[config.mk]
export PLATFORM = sky130hd
export DESIGN_NAME = packet_injector
export DESIGN_NICKNAME = d
export VERILOG_FILES = /design/src/rtl/packet_injector.sv
export SDC_FILE = /design/constraint.sdc
export NUM_CORES = 1
export LEC_CHECK = 0
export CAP_MARGIN = 15
export CELL_PAD_IN_SITES_DETAIL_PLACEMENT = 1
export CELL_PAD_IN_SITES_GLOBAL_PLACEMENT = 1
export CORE_MARGIN = 1
export CORE_UTILIZATION = 48
export CTS_CLUSTER_SIZE = 30
export DETAILED_ROUTE_END_ITERATION = 16
export PLACE_DENSITY_LB_ADDON = 0.1
export SYNTH_ARGS = -nofsm -noshare
export SYNTH_HDL_FRONTEND = slang
export SYNTH_SLANG_ARGS = --single-unit
[constraint.sdc]
create_clock -name clk -period 5.3 [get_ports clk]
set_input_delay 1.59 -clock clk [delete_from_list [all_inputs] [get_ports clk]]
set_output_delay 1.59 -clock clk [all_outputs]
set_load 0.03 [all_outputs]
[src/rtl/packet_injector.sv]
// Transmit-side network interface: buffers payload words in a show-ahead FIFO
// and serialises them as addressed flits into one switch port (wr/r handshake).
module packet_injector #(
    parameter int DATA_SIZE  = 8,
    parameter int ADDR_SIZE  = 4,
    parameter int ADDR       = 0,
    parameter int NODES_NUM  = 16,
    parameter int MEM_LOG2   = 3,
    parameter int FLIT_DELAY = 0,
    parameter int PACK_DELAY = 0
) (
    input  logic                           clk,
    input  logic                           a_rst,
    input  logic                           pay_wr_i,
    input  logic [DATA_SIZE-1:0]           pay_data_i,
    output logic                           pay_full_o,
    output logic [MEM_LOG2:0]              pay_cnt_o,
    input  logic                           cmd_valid_i,
    input  logic [ADDR_SIZE-1:0]           cmd_dest_i,
    input  logic [MEM_LOG2:0]              cmd_len_i,
    output logic                           cmd_ready_o,
    output logic                           cmd_err_o,
    output logic                           ovf_o,
    output logic [DATA_SIZE+ADDR_SIZE:0]   data_o,
    output logic                           wr_ready_out,
    input  logic                           r_ready_in,
    output logic                           busy_o,
    output logic [31:0]                    sent_packs_o
);

    localparam int DEPTH = 2 ** MEM_LOG2;
    localparam int CW    = MEM_LOG2 + 1;
    localparam int FGW   = (FLIT_DELAY > 0) ? $clog2(FLIT_DELAY + 1) : 1;
    localparam int PGW   = (PACK_DELAY > 0) ? $clog2(PACK_DELAY + 1) : 1;

    // The own address only has to name a real node; self-send is legal.
    generate
        if (ADDR >= NODES_NUM) begin : g_addr_check
            $error("packet_injector: ADDR outside 0..NODES_NUM-1");
        end
    endgenerate

    typedef enum logic [1:0] {S_IDLE, S_SEND, S_GAP} state_t;

    state_t                 state_reg, state_next;
    logic                   started_reg;
    logic [ADDR_SIZE-1:0]   dest_reg;
    logic [CW-1:0]          rem_reg;
    logic [FGW-1:0]         fgap_reg;
    logic [PGW-1:0]         pgap_reg;
    logic [31:0]            sent_reg;
    logic                   ovf_reg;

    logic [DATA_SIZE-1:0]   mem [DEPTH];
    logic [MEM_LOG2-1:0]    wr_ptr_reg, rd_ptr_reg;
    logic [CW-1:0]          cnt_reg;

    logic fifo_full, fifo_empty, push, pop;
    logic cmd_legal, accept, tail;

    assign fifo_full  = (cnt_reg == CW'(DEPTH));
    assign fifo_empty = (cnt_reg == '0);
    assign push       = pay_wr_i && !fifo_full;
    assign pop        = wr_ready_out && r_ready_in;
    assign tail       = (rem_reg == CW'(1));

    assign cmd_legal = (cmd_len_i != '0) && (cmd_len_i <= CW'(DEPTH))
                       && (32'(cmd_dest_i) < NODES_NUM);
    assign accept    = (state_reg == S_IDLE) && started_reg && cmd_valid_i && cmd_legal;

    // Payload storage carries no reset; emptiness is tracked by the pointers.
    always_ff @(posedge clk) begin
        if (push) begin
            mem[wr_ptr_reg] <= pay_data_i;
        end
    end

    always_ff @(posedge clk or negedge a_rst) begin
        if (!a_rst) begin
            wr_ptr_reg <= '0;
            rd_ptr_reg <= '0;
            cnt_reg    <= '0;
            ovf_reg    <= 1'b0;
        end else begin
            if (push) wr_ptr_reg <= wr_ptr_reg + 1'b1;
            if (pop)  rd_ptr_reg <= rd_ptr_reg + 1'b1;
            if (push && !pop)      cnt_reg <= cnt_reg + CW'(1);
            else if (!push && pop) cnt_reg <= cnt_reg - CW'(1);
            if (pay_wr_i && fifo_full) ovf_reg <= 1'b1;
        end
    end

    always_ff @(posedge clk or negedge a_rst) begin
        if (!a_rst) begin
            state_reg <= S_IDLE;
        end else begin
            state_reg <= state_next;
        end
    end

    always_comb begin
        state_next = state_reg;
        case (state_reg)
            S_IDLE:  if (accept) state_next = S_SEND;
            S_SEND:  if (pop && tail) state_next = S_GAP;
            S_GAP:   if (pgap_reg == '0) state_next = S_IDLE;
            default: state_next = S_IDLE;
        endcase
    end

    always_comb begin
        cmd_ready_o  = (state_reg == S_IDLE) && started_reg;
        cmd_err_o    = (state_reg == S_IDLE) && started_reg && cmd_valid_i && !cmd_legal;
        busy_o       = (state_reg != S_IDLE);
        wr_ready_out = (state_reg == S_SEND) && !fifo_empty && (fgap_reg == '0);
        data_o       = '0;
        if (wr_ready_out) begin
            data_o = {tail, dest_reg, mem[rd_ptr_reg]};
        end
    end

    // started_reg holds cmd_ready_o low for the first cycle out of reset.
    always_ff @(posedge clk or negedge a_rst) begin
        if (!a_rst) begin
            started_reg <= 1'b0;
            dest_reg    <= '0;
            rem_reg     <= '0;
            fgap_reg    <= '0;
            pgap_reg    <= '0;
            sent_reg    <= '0;
        end else begin
            started_reg <= 1'b1;
            if (accept) begin
                dest_reg <= cmd_dest_i;
                rem_reg  <= cmd_len_i;
                fgap_reg <= '0;
            end
            if (state_reg == S_SEND) begin
                if (pop) begin
                    rem_reg <= rem_reg - CW'(1);
                    if (tail) begin
                        sent_reg <= sent_reg + 32'd1;
                        pgap_reg <= PGW'(PACK_DELAY);
                    end else begin
                        fgap_reg <= FGW'(FLIT_DELAY);
                    end
                end else if (fgap_reg != '0) begin
                    fgap_reg <= fgap_reg - FGW'(1);
                end
            end
            if (state_reg == S_GAP && pgap_reg != '0) begin
                pgap_reg <= pgap_reg - PGW'(1);
            end
        end
    end

    assign pay_full_o   = fifo_full;
    assign pay_cnt_o    = cnt_reg;
    assign ovf_o        = ovf_reg;
    assign sent_packs_o = sent_reg;

endmodule
# --- Word level (Yosys, flattened, before mapping) ---
# Memories as Yosys holds them, arrays and structs flattened.
# Index checks and enable logic that the tools add are counted.
totals:
  register_bits: 56
  latch_bits: 0
  ramBits: 64
  romBits: 0
  in_bits: 21
  elab_cells: 80
  mem_count: 1
memory_table:
  columns: ["memory", "depth", "word_bits", "read_ports", "rd_clocked_by_memory_dff", "wr", "line", "text"]
  rows:
  - ["mem", 8, 8, 1, 0, 1, "54", "logic [DATA_SIZE-1:0] mem [DEPTH];"]
classes:
  add_sub_neg: 8
  multipliers: 0
  div: 0
  order_cmp: 1
  n_eq_ne: 7
  n_shift: 0
  n_mux: 21
  bitwise: 1
  reduce_logical: 30
ops:
  columns: ["op", "count"]
  rows:
  - ["32-bit by 1-bit adder with 32-bit output (second input constant)", 1]
  - ["4-bit 2-to-1 mux", 5]
  - ["1-bit logical AND", 14]
  - ["13-bit 2-to-1 mux", 1]
  - ["1-bit 2-to-1 mux", 11]
  - ["2-bit nonzero test", 5]
  - ["3-bit AND reduction", 3]
  - ["4-bit by 1-bit subtractor with 4-bit output (second input constant)", 2]
  - ["3-bit by 1-bit adder with 3-bit output (second input constant)", 2]
  - ["2-bit 2-to-1 mux", 3]
  - ["2-bit != test (second input constant)", 3]
  - ["2-bit one-hot mux with 3 select lines", 1]
  - ["1-bit zero test", 5]
  - ["4-bit by 1-bit adder with 4-bit output (second input constant)", 1]
  - ["4-bit by 1-bit equality test with 1-bit output (second input constant)", 1]
  - ["4-bit equality test (second input constant)", 1]
  - ["4-bit <= comparator (second input constant)", 1]
  - ["4-bit zero test", 1]
  - ["4-bit nonzero test", 1]
  - ["2-bit by 1-bit equality test with 1-bit output (second input constant)", 1]
  - ["2-bit equality test (second input constant)", 1]
  - ["2-bit zero test", 1]
  - ["1-bit subtractor (second input constant)", 2]
  - ["1-bit inverter", 1]

# --- Longest topological paths before layout ---
# Gate-level depths: netlist (run 1).
logic_depth:
  ltp_word: 8
  mapped_depth: 11

# --- Worst setup path before layout (run 1) ---
# No wires, ideal clock.
synth_path:
  path_kind: "in2out"
  from: "input port cmd_len_i[0]"
  to: "output port cmd_err_o"
  t_arrival_ns: 2.149
  required_ns: 3.710
  path_slack_ns: 1.561
  cell_stages: 2
  path_buffers: 0
  cell_sequence: "o31a_1 -> o21ba_2"
synth_between:
  elab_chain_len: 4
  elab_cells_between_ends: 5
  classes_between: "order compare: 1; reduce/logical: 4"
synth_lines:
  columns: ["element", "line", "text"]
  rows:
  - ["start: declaration", "20", "input logic [MEM_LOG2:0] cmd_len_i,"]
  - ["4-bit <= comparator / 4-bit nonzero test (equally long branches)", "67", "assign cmd_legal = (cmd_len_i != '0) && (cmd_len_i <= CW'(DEPTH))"]
  - ["1-bit logical AND (*)", "67", null]
  - ["1-bit zero test (*)", "113", "cmd_err_o = (state_reg == S_IDLE) && started_reg && cmd_valid_i && !cmd_legal;"]
  - ["1-bit logical AND (*)", "113", null]
  - ["end: declaration", "22", "output logic cmd_err_o,"]
# Every way passes the cells marked *; elsewhere a longest branch is shown, timed or not.

# --- Worst setup path in the final report (run 1) ---
layout_path:
  from: "input port cmd_valid_i"
  to: "output port cmd_err_o"
layout_between:
  elab_chain_len: 2
layout_lines:
  columns: ["element", "line", "text"]
  rows:
  - ["start: declaration", "18", "input logic cmd_valid_i,"]
  - ["1-bit logical AND (2 in series)", "113", null]
# Every way passes these cells.

==> results of run 1 <==
==> cell type report <==
type                    count  area (um^2)  area share (%)
well taps                 140          175            2.56
repair buffers             83          806            11.8
inverters                  17         63.8           0.934
flip-flops and latches    120         3320            48.6
clock inverters             9          101            1.48
multi-input cells         222         1910            27.9
clock buffers              23          457            6.68
==> logic make-up after synthesis <==
logic type               count (synthesis)  synth area share (%)
other                                    1                0.0701
XOR/XNOR                                39                  6.39
buffers and inverters                   30                  2.53
adder cells (fa/ha/maj)                  9                  2.25
AND/OR/NAND/NOR                        123                  14.5
multiplexers                            32                  9.90
flip-flops                             120                  62.1
AO/OA/AOI/OAI                           18                  2.20
==> per-stage QoR <==
stage | setup WS [ns] | util (%)
after floorplan | 1.56 | -
after global placement | 0.388 | 57.9
after detailed placement | 0.363 | 57.9
after CTS | 0.365 | 63.0
after global routing | 0.316 | 63.0
final | 0.332 | 63.0
==> layout by cell type (no fill, tap or decap), types with 3 or more instances in the layout <==
| cell type | netlist | routed |
|---|---|---|
| xor2_1 | 23 | 23 |
| o21ai_0 | 5 | 5 |
| clkbuf_16 | 0 | 16 |
| mux2_1 | 4 | 4 |
| nand4_1 | 6 | 6 |
| nor2_1 | 20 | 20 |
| edfxtp_1 | 64 | 64 |
| nor3_1 | 14 | 14 |
| nand2b_1 | 4 | 4 |
| clkinvlp_4 | 0 | 3 |
| ha_1 | 8 | 8 |
| mux4_2 | 16 | 16 |
| mux2i_1 | 9 | 9 |
| nor4_2 | 3 | 4 |
| nor3_2 | 9 | 9 |
| and3_1 | 4 | 4 |
| nand2_1 | 19 | 19 |
| clkdlybuf4s50_1 | 0 | 74 |
| nand3_1 | 10 | 10 |
| a21oi_1 | 4 | 4 |
| clkbuf_1 | 5 | 4 |
| and4_1 | 4 | 4 |
| buf_4 | 0 | 8 |
| inv_1 | 15 | 15 |
| and2_1 | 4 | 4 |
| nor4_1 | 7 | 6 |
| dfrtp_1 | 56 | 56 |
| mux2_2 | 3 | 3 |
| clkbuf_8 | 0 | 3 |
| xnor2_1 | 16 | 16 |
| clkinv_2 | 0 | 3 |
==> layer usage <==
metal | global-route usage (%) | routed length, um
met5 | 0 | 0
met4 | 7.05 | 133
met1 | 33.5 | 5650
met3 | 5.93 | 544
met2 | 38.0 | 6220
==> path summary, 6_finish.rpt <==
| check | to | depth (start not counted) | from |
|---|---|---|---|
| max | cmd_err_o | 4 | cmd_valid_i |
| min | sent_packs_o[31]$_DFFE_PN0P_ | 1 | sent_packs_o[31]$_DFFE_PN0P_ |
| min in group asynchronous | dest_reg[2]$_DFFE_PN0P_ | 1 | a_rst |
| max reg2reg | pay_cnt_o[3]$_DFFE_PN0P_ | 11 | pay_cnt_o[0]$_DFFE_PN0P_ |
| max in group asynchronous | state_reg[1]$_DFFE_PN0P_ | 2 | a_rst |
| min reg2reg | sent_packs_o[31]$_DFFE_PN0P_ | 1 | sent_packs_o[31]$_DFFE_PN0P_ |
==> where the power goes <==
part,switching [uW],internal [uW],leakage (uW)
Combinational,611,531,0.00113
Clock,393,689,0.000265
Sequential,190,1140,0.00127
==> flow_metrics.tcl, run 1 <==
set metrics [dict create \
    run_status "finished clean" \
    grt_pass1_wl_um 20400 \
    via_per_inst 5.60 \
    antenna_found_initial 0 \
    num_rows 38 \
    ir_drop_v 0.000309 \
    core_um2 10800 \
    dieArea_um2 11600 \
    ys.flop_type "edfxtp_1" \
    cts.htree.levels 4 \
    setup_violations 0 \
    dp.cells 582 \
    largest_register_ffs 64 \
    die_w_um 108 \
    synth_top_area_share_pct 35.9 \
    cp.arrival_ns 3.38 \
    finalMaxSlewViolations 0 \
    initial_core_util_pct 49.3 \
    ant_nets 0 \
    cts_tree "built" \
    first_iter_violations 171 \
    syn-num-nets 402 \
    leakagePower_uw 0.00267 \
    grt_overflow 0 \
    crit_buf_inv 2 \
    grt_max_degree 39 \
    ctsHoldBuffers 0 \
    required_ns 3.71 \
    top_register "mem" \
    antenna_cells 0 \
    synth_area_um2 5350 \
    cts_resized 0 \
    crit_chain "clkdlybuf4s50_1 > nand4bb_1 > o21ba_2 > clkdlybuf4s50_1" \
    ios 76 \
    tightest_slew_ns 0.927 \
    cpMostUsedCell "clkdlybuf4s50_1" \
    clkLatencyLatePin_ns 0.52 \
    fillers 1043 \
    placed_cell_area_um2 6270 \
    layout-drive-gt1-share_pct 16.9 \
    hold-worst-slack_ns 0.468 \
    yosys.area.top_type "edfxtp_1" \
    post-route-period-util_pct 93.7 \
    synthArstFlopShare_pct 46.7 \
    crit_type "input pin to output port" \
    cp_max_fo 5 \
    gp_congestion 0.757 \
    synth.avg_cell_area_um2 14.4 \
    wl_per_cell_um 20.4 \
    fmax_ghz 0.201 \
    rrSetupSlack_ns 2.12 \
    hold_class "register to register" \
    clock_path_buffers 2 \
    die_y_um 108 \
    finalPower_uw 3550 \
    num_vias 3438 \
    fin_area_um2 6830 \
    yosys_register_bits 120 \
    synth_cell_types 52 \
    drc 0 \
    postCtsSetupBuffers 0 \
    cp_slowest_cell "clkdlybuf4s50_1" \
    grt_pass1_vias 3731 \
    cap_violations 0 \
    clockRootBuffer "clkbuf_8" \
    synth_area_leaders "edfxtp_1 36%, dfrtp_1 26%, mux4_2 6.7%, xor2_1 3.8%, xnor2_1 2.6%" \
    start_kind "input pin" \
    dr.pass1.iters 4 \
    slowest_delay_ns 0.66 \
    synth_seq_area_share_pct 62.1 \
    portBuffers 75 \
    clk_pin_slew_ns 0.05 \
    final_cells 614 \
    cts_made_buffers 17 \
    synthTopCellsByCount "64 x edfxtp_1, 56 x dfrtp_1, 23 x xor2_1" \
    setup_tns_ns 0 \
    synth_edf_count 64 \
    grt_usage_pct 24.2 \
    finalNetCount 491 \
    syn_inst 372 \
    areaGrowthSynthToFinish_pct 27.7 \
    hold_viol_final 0 \
    p_per_area_nw_per_um2 520 \
    cp_top_family "buffers and inverters" \
    routed_wl_um 12500 \
    cts.sinks 120 \
    synth_most_common_cell "edfxtp_1" \
    yosys_warnings 0 \
    fin_skew_ns 0.00819 \
    dp_hpwl_um 7990 \
    finalCriticalPeriod_ns 4.97 \
    cp-end-kind "output port" \
    slew_headroom_pct 38.0 \
    rsz0062_at_grt "no" \
]
No activity file was read; power rests on OpenSTA's default activity.
==> run 2, diff against run 1 <==
CORE_UTILIZATION = 40   (was 48)
==> flow_metrics.tcl, run 2 (synthesis gave the netlist of run 1 again) <==
set metrics [dict create \
    num_rows 41 \
    cp.arrival_ns 3.43 \
    required_ns 3.71 \
    run_status "finished clean" \
    grt_overflow 0 \
    ant_nets 0 \
    gp_congestion 0.781 \
    crit_buf_inv 2 \
    p_per_area_nw_per_um2 522 \
    ir_drop_v 0.000287 \
    top_register "mem" \
    finalNetCount 490 \
    via_per_inst 5.21 \
    start_kind "input pin" \
    grt_max_degree 34 \
    cts_tree "built" \
    finalCriticalPeriod_ns 5.02 \
    clk_pin_slew_ns 0.05 \
    crit_type "input pin to output port" \
    grt_pass1_vias 3605 \
    crit_cells 4 \
    cts_resized 0 \
    routed_wl_um 11900 \
    setup_tns_ns 0 \
    cts.sinks 120 \
    grt_usage_pct 18.7 \
    slowest_delay_ns 0.67 \
    fin_skew_ns 0.00820 \
    ios 76 \
    num_vias 3358 \
    hold_viol_final 0 \
    clkLatencyLatePin_ns 0.41 \
    r2r_cells 11 \
    core_um2 12800 \
    layout-drive-gt1-share_pct 17.8 \
    fin_ws_ns 0.279 \
    areaGrowthSynthToFinish_pct 29.3 \
    cap_violations 0 \
    dr.pass1.iters 4 \
    clockRootBuffer "clkbuf_16" \
    setup_violations 0 \
    dp_slack_ns 0.299 \
    fillers 1286 \
    leakagePower_uw 0.00269 \
    cpMostUsedCell "clkdlybuf4s50_1" \
    slew_headroom_pct 39.1 \
    dieArea_um2 13800 \
    crit_chain "clkdlybuf4s50_1 > nand4bb_1 > o21ba_2 > clkdlybuf4s50_1" \
    mostFrequentLayoutCell "clkdlybuf4s50_1" \
    cp_slowest_cell "clkdlybuf4s50_1" \
    drc 0 \
    postCtsSetupBuffers 0 \
    antenna_found_initial 0 \
    fmax_ghz 0.199 \
    clock_path_buffers 2 \
    die_w_um 118 \
    hold_class "register to register" \
    rsz0062_at_grt "no" \
    tightest_slew_ns 0.910 \
    dp_hpwl_um 7860 \
    die_y_um 118 \
    cts_made_buffers 17 \
    initial_core_util_pct 41.7 \
    largest_register_ffs 64 \
    finalMaxSlewViolations 0 \
    grt_pass1_wl_um 19700 \
    cts.htree.levels 4 \
    hold_path_depth 1 \
    cp_max_fo 5 \
    antenna_cells 0 \
    portBuffers 75 \
    wl_per_cell_um 18.4 \
    cp_top_family "buffers and inverters" \
    cp-end-kind "output port" \
    post-route-period-util_pct 94.7 \
    final_cell_mix "74 x clkdlybuf4s50_1, 64 x edfxtp_1, 56 x dfrtp_1" \
    first_iter_violations 124 \
    ctsHoldBuffers 0 \
]
run 2: power by group:
group	internal, uW	switching (uW)
clock network	749	407
logic	534	590
registers	1140	187
run 2: per-layer routing:
metal  GRT usage [%]  vias up  share of wire (%)
met1            25.7     1714                 48
met5               0        -                  0
met4            7.45        0                1.7
met3            4.60       19                3.2
met2            28.5       74                 47
li1                -     1551                  -
run 2: metrics by stage:
| stage | hold WS [ns] | instances | instance area, um^2 | power, uW | utilization, % |
|---|---|---|---|---|---|
| after detailed placement | 0.454 | 613 | 6320 | 2470 | 49.2 |
| after global placement | 0.443 | 613 | 6320 | 2450 | 49.2 |
| final | 0.460 | 645 | 6920 | 3610 | 53.9 |
| after CTS | 0.467 | 645 | 6920 | 3660 | 53.9 |
| after floorplan | 0.456 | 372 | 5350 | 2030 | - |
| after global routing | 0.487 | 645 | 6920 | 3790 | 53.9 |
run 2: final timing paths:
check / end / slack [ns] / from
min reg2reg: ovf_o$_DFFE_PN0P_ / 0.46 / ovf_o$_DFFE_PN0P_
min in group asynchronous: dest_reg[0]$_DFFE_PN0P_ / 1.25 / a_rst
max: cmd_err_o / 0.28 / cmd_valid_i
max reg2reg: pay_cnt_o[3]$_DFFE_PN0P_ / 2.32 / pay_cnt_o[0]$_DFFE_PN0P_
min: ovf_o$_DFFE_PN0P_ / 0.46 / ovf_o$_DFFE_PN0P_
max in group asynchronous: sent_packs_o[5]$_DFFE_PN0P_ / 3.21 / a_rst
run 2: layout make-up:
cell class              count  area, um^2  area share [%]
clock buffers              20         447            6.46
clock inverters            12         153            2.21
well taps                 172         215            3.11
multi-input cells         222        1920            27.7
inverters                  17        63.8           0.923
flip-flops and latches    120        3320            48.1
repair buffers             82         798            11.5
